$ cat config.mk
export PLATFORM = sky130hd
export DESIGN_NAME = step_sequencer
export DESIGN_NICKNAME = d
export VERILOG_FILES = /design/src/rtl/seq_pkg.sv /design/src/rtl/tempo_divider.sv /design/src/rtl/step_sequencer.sv
export SDC_FILE = /design/constraint.sdc
export NUM_CORES = 1
export LEC_CHECK = 0
export CAP_MARGIN = 10
export CORE_ASPECT_RATIO = 0.5
export CORE_MARGIN = 2
export CORE_UTILIZATION = 40
export CTS_CLUSTER_SIZE = 24
export DETAILED_ROUTE_END_ITERATION = 10
export MAX_ROUTING_LAYER = met4
export PLACE_DENSITY_LB_ADDON = 0.1
export SYNTH_ARGS = -nofsm -noshare
export SYNTH_HDL_FRONTEND = slang
export SYNTH_SLANG_ARGS = --single-unit
$ cat constraint.sdc
create_clock -name clk -period 2.4 [get_ports clk]
set_input_delay 0.36 -clock clk [delete_from_list [all_inputs] [get_ports clk]]
set_output_delay 0.36 -clock clk [all_outputs]
set_load 0.05 [all_outputs]
$ cat src/rtl/seq_pkg.sv
// Shared step-sequencer geometry: grid dimensions and the step/instrument
// to square index rule used by both the sequencer and the VGA renderer.
package seq_pkg;

  localparam int unsigned NUM_STEPS   = 8;
  localparam int unsigned NUM_INST    = 4;
  localparam int unsigned NUM_SQUARES = NUM_STEPS * NUM_INST;

  typedef logic [$clog2(NUM_STEPS)-1:0]   step_t;
  typedef logic [$clog2(NUM_INST)-1:0]    inst_t;
  typedef logic [$clog2(NUM_SQUARES)-1:0] square_t;

  // Square index = step*4 + inst (column = step, row = instrument).
  function automatic square_t square_index(input step_t step, input inst_t inst);
    return {step, inst};
  endfunction

endpackage

$ cat src/rtl/tempo_divider.sv
// Step-period divider: counts clk cycles while enabled and flags the cycle in
// which the current step period expires (period = TICK_DIV >> tempo_sel).
module tempo_divider #(
  parameter int unsigned TICK_DIV = 6250000
) (
  input  logic       clk,
  input  logic       reset,
  input  logic       en,
  input  logic [1:0] tempo_sel,
  output logic       tick
);

  localparam int unsigned   CW  = $clog2(TICK_DIV + 1);
  localparam logic [CW-1:0] DIV = CW'(TICK_DIV);

  logic [CW-1:0] count;
  logic [CW-1:0] limit;

  always_comb limit = (DIV >> tempo_sel) - CW'(1);

  // tick is combinational so the parent can advance timing and raise its
  // registered step_tick on the same edge; >= handles a tempo change that
  // leaves the count already past the new limit.
  assign tick = en && (count >= limit);

  always_ff @(posedge clk or negedge reset) begin
    if (!reset)
      count <= '0;
    else if (!en || tick)
      count <= '0;
    else
      count <= count + CW'(1);
  end

endmodule

$ cat src/rtl/step_sequencer.sv
// 8-step x 4-instrument drum pattern sequencer: pattern storage with
// edge-detected cell toggles and clear, step timing, and instrument enables.
module step_sequencer
  import seq_pkg::*;
#(
  parameter int unsigned TICK_DIV = 6250000
) (
  input  logic       clk,
  input  logic       reset,
  input  logic       play,
  input  logic [1:0] tempo_sel,
  input  logic [1:0] edit_inst,
  input  logic [2:0] edit_step,
  input  logic       edit_toggle,
  input  logic       clear,
  input  logic [4:0] rd_square,
  output logic       rd_on,
  output logic       ins1,
  output logic       ins2,
  output logic       ins3,
  output logic       ins4,
  output logic [2:0] timing,
  output logic       step_tick
);

  logic [NUM_SQUARES-1:0] pattern;
  logic [NUM_INST-1:0]    ins_q;
  logic                   toggle_q;
  logic                   toggle_rise;
  logic                   advance;

  tempo_divider #(
    .TICK_DIV (TICK_DIV)
  ) u_tempo_divider (
    .clk       (clk),
    .reset     (reset),
    .en        (play),
    .tempo_sel (tempo_sel),
    .tick      (advance)
  );

  assign toggle_rise = edit_toggle & ~toggle_q;

  // Pattern edits are independent of play; clear wins over a toggle edge.
  always_ff @(posedge clk or negedge reset) begin
    if (!reset) begin
      pattern  <= '0;
      toggle_q <= 1'b0;
    end else begin
      toggle_q <= edit_toggle;
      if (clear)
        pattern <= '0;
      else if (toggle_rise)
        pattern[square_index(edit_step, edit_inst)] <= ~pattern[square_index(edit_step, edit_inst)];
    end
  end

  always_ff @(posedge clk or negedge reset) begin
    if (!reset) begin
      timing    <= '0;
      step_tick <= 1'b0;
      ins_q     <= '0;
    end else begin
      step_tick <= advance;
      if (advance)
        timing <= timing + 3'd1;
      ins_q <= play ? pattern[square_index(timing, '0) +: NUM_INST] : '0;
    end
  end

  assign rd_on = pattern[rd_square];
  assign {ins4, ins3, ins2, ins1} = ins_q;

endmodule

Word level (Yosys, flattened, before mapping) --
Cells that the tools add are included. Widths: inputs -> output; s select.
Operators by class: add/sub/neg operators 3, magnitude comparators 4, shift-type cells 2, multiplexer cells 11, bitwise operators 3, reductions and logical operators 5
Operators with widths (count):
- $mux 32 | 2
- $bwmux 32 | 1
- $shiftx 32x6->4 | 1
- $add 23x1->23 const B | 1
- $ge 23x23->1 | 1
- $mux 23 | 1
- $shr 23x2->23 const A | 1
- $sub 23x1->23 const B | 1
- $lt 5x6->1 const B | 2
- $bmux 1 s5 | 2
- $demux 1 s5 | 1
- $ge 5x1->1 const B | 1
- $mux 4 | 1
- $add 3x1->3 const B | 1
- $mux 1 | 3
- $logic_and 1x1->1 | 2
- $not 1->1 | 2
- $reduce_bool 2->1 | 1
- $and 1x1->1 | 1
- $logic_not 1->1 | 1
- $logic_or 1x1->1 | 1
Storage, ports and cells: bits in registers 64, input bits 17

Longest topological paths before layout --
word-level depth 7, depth in mapped cells 12

Cells and area by module --
Synthesis repeated with hierarchy kept, for this count alone.
Second synthesis, totals: cell total of the unflattened synthesis 436, area, all modules 4495.6 um^2
By module, submodules not included:
- step_sequencer | instances 1, cells an instance 241, area an instance 2731.4 um^2, seq. area each 1026.0 um^2
- tempo_divider | instances 1, cells an instance 195, area an instance 1764.2 um^2, seq. area each 575.6 um^2

Worst setup path after synthesis --
OpenSTA, ideal clock, no wires.
path type input-to-output, start input port rd_square[0], end output port rd_on, arrival time 2.179 ns, data required time 2.040 ns, path slack -0.139 ns, stages 4, path buffers 1, cells stage by stage clkbuf_1 > mux4_2 > mux4_2 > mux2_2
Between the ends: longest elaborated chain between the ends 2
RTL lines:
- from (decl) | RTL line step_sequencer.sv:16 | input logic [4:0] rd_square,
- $bmux 1 s5 | RTL line step_sequencer.sv:71 | assign rd_on = pattern[rd_square];
- $mux 1 (not written as such) | RTL line step_sequencer.sv:71
- to (decl) | RTL line step_sequencer.sv:17 | output logic rd_on,
Every way passes these cells. The select of a mux whose other input is x is not followed.

Worst setup path after layout --
start register pattern[13], end output port rd_on
Between the ends: longest elaborated chain between the ends 2
RTL lines:
- from (decl) | RTL line step_sequencer.sv:26 | logic [NUM_SQUARES-1:0] pattern;
- from (signal, indexed assignment) | RTL line step_sequencer.sv:54 | pattern[square_index(edit_step, edit_inst)] <= ~pattern[square_index(edit_step, edit_inst)];
- $bmux 1 s5 | RTL line step_sequencer.sv:71
- $mux 1 (not written as such) | RTL line step_sequencer.sv:71
Every way passes these cells. The select of a mux whose other input is x is not followed.

==> metrics <==
fmax=roughly 400 MHz; WP data arrival=roughly 2.2 ns; DRT Wirelength=11.08 mm; failing checks=negative setup slack; Compound-Gate Fraction of Synth Area=0.1036; CTS Buf Count=9; RD Place Congestion=roughly 0.85; CTS tree=built; fin nets=roughly 530; count of state elements after synthesis=64; CP most frequent cell=mux4_2; initial antenna violation count=0; setup TNS=-0.1102 ns; RSZ-0062 raised after global routing=true; Overflow after GRT=0; Util after Layout=0.5341; Crit. End Element=output pin; Initial Util=0.4123; Via Count=around 3500; Pleak=between 2 and 2.5 nW; largest family of logic cells by synthesized area=simple AND/OR/NAND/NOR gates; critical path depth=4; Worst R2R End=pattern[29]; fin cells=630; CP max-delay cell=mux4_2; dpl cell area=between 4000 and 5000 um^2; Post-synth EDFFs=0; total track usage=0.2101; mux share of post-synthesis cell area=0.1726; post-synthesis cell type count=39; Hold Vio Cnt, Final=0; critical path's top delay family=multiplexers; FFs w/ async S/R, synth=1.000; clk_lat worst skew=approximately 0.34 ns; Peak VDD IR=about 0.31 mV; adder-cell share of the synthesized area=0.07107; WHS=roughly 0.042 ns; status=finished with violations; Crit Path Max Fanout=4; H-tree depth=3; first-pass GRT wire length=around 18 mm; mapped cell area=about 4200 um^2; Tightest Pin Transition=slightly above 0.5 ns; Reg2Reg Depth=7; fin crit period=approximately 2.5 ns; 1st-pass router iterations=6; Post-DRT Antenna Nets=0; Setup-failing EPs final=1; Cells after DPL=599; busiest grt layer=met2; slew margin rel.=0.6634; Clock Skews=between 0.005 and 0.006 ns; top_reg_cell synth=dfrtp_1; commonest non-fill, non-tap cells in the layout=64 x dfrtp_1, 48 x buf_4, 33 x nor2_1; CP bufs+invs=1; commonest non-fill, non-tap cell in the layout=dfrtp_1; WP data required=~2.0 ns; CP cell instances=mux4_2, mux4_2, mux2_2, buf_6; Layout Area Growth over Synthesis=29.52%; DRC violations left=0; # IOs=26; I/O Buffers=25; total power=~2.8 mW; final worst slack=-0.1102 ns; r2r startpoint=pattern[12]; initial DRC count=310; Worst-path clk slew=approximately 0.05 ns; largest net degree at the start of global routing=65; Fillers=911; GR Util met2=0.3211; critical path type=flip-flop to output pin; pre-CTS setup slack=-0.6754 ns; dpl hpwl=roughly 7.6 mm; Vias/cell=5.484; simple-gate share of the synthesized area=0.1910; Max Slew Vio Count=0; Max Root-Sink Buffers=2; Hold/Removal Path Class=input port to async pin; layout cells sized above 1=0.2449; vias in the first global route=roughly 3500; clock sink total=64; Die H=around 77 um; ANT cells=0; FF-to-FF setup slack=roughly 0.050 ns; met1 Usage GRT=0.2801; syn avg cell area=a little over 10 um^2; Synth Area in XOR/XNOR=0.04560; total core area=10250 um^2; yosys warns=0; clk root buf=clkbuf_16; Syn Inst Count=413; die width=149.4 um; drt wl/cell=roughly 18 um; Final Cycle Share=1.046; sequential share of the synthesized area=0.3790; Power Density=roughly 520 nW/um^2; max-cap violation count=0; met3 Usage GRT=0.05536; Finished Cell Area=around 5500 um^2; Max stage delay on crit path=between 0.4 and 0.5 ns; CP startpoint kind=flip-flop; die area=11450 um^2; Rows=26
[per-layer routing]
layer  vias up  share of wire
li1       1649              -
met1      1708           0.48
met2        84           0.47
met3        14          0.045
met4         0          0.010
met5         -              0
[logic make-up after synthesis]
group / Yosys count
simple gates: 155
compound gates: 71
flops: 64
mux: 40
buf+inv: 35
fa+ha+maj: 24
xor+xnor: 22
other cells: 2
[how the worst max path moves through the flow]
stage | to | from | slack (ns)
floorplan | timing[1] | tempo_sel[0] | 0.01
global placement | timing[1] | tempo_sel[0] | -0.61
detailed placement | timing[1] | tempo_sel[0] | -0.68
CTS | rd_on | rd_square[0] | -0.10
global route | rd_on | pattern[18] | -0.13
finish | rd_on | pattern[13] | -0.11
[cells in the mapped netlist (9+ instances only)]
cell | instances | area share
nand3_1 | 17 | 0.020
xnor2_1 | 9 | 0.019
dfrtp_1 | 64 | 0.38
nor2_1 | 34 | 0.030
nand2_1 | 32 | 0.028
ha_1 | 24 | 0.071
mux2i_1 | 11 | 0.026
o21ai_0 | 30 | 0.036
clkbuf_1 | 16 | 0.014
inv_1 | 13 | 0.012
mux4_2 | 26 | 0.14
xor2_1 | 13 | 0.027
o31ai_1 | 17 | 0.030
nor2b_1 | 23 | 0.034
a21oi_1 | 10 | 0.012
[state kept, by name, summed over array words and instances (netlist names)]
name and flops:
pattern 32, u_tempo_divider.count 23, ins_q 4, timing 3, step_tick 1, toggle_q 1
[worst register-to-register path, stage by stage, from the launching register on]
cell	delay (ns)
dfrtp_1	0.42
buf_4	0.17
mux4_2	0.46
mux2_2	0.29
a21oi_1	0.20
nand3_2	0.19
buf_4	0.24
o31ai_1	0.27
[what timing repair did]
item | in CTS | in global routing
gates resized for setup | 14 | 16
endpoints found under the setup margin | 28 | 36
pin swaps | 3 | 5
cloned | 0 | 3
hold buffers | 0 | 0
endpoints found under the hold margin | 0 | 0
setup buffers | 8 | 4
[cell type report]
cell class	count	area [um^2]	area share
Clock inverter	6	68.82	0.01257
Clock buffer	10	229.0	0.04184
Multi-Input combinational cell	315	2576	0.4707
Tap cell	140	175.2	0.03201
Timing Repair Buffer	82	773.2	0.1413
Sequential cell	64	1602	0.2926
Inverter	13	48.80	0.008916
[power breakdown]
part / internal (mW) / switching [mW]
combinational: 0.180 / 0.219
clock: 0.809 / 0.507
sequential: 1.10 / 0.0182
total: 2.09 / 0.744
Note: power is estimated with default switching activity, not from simulation.
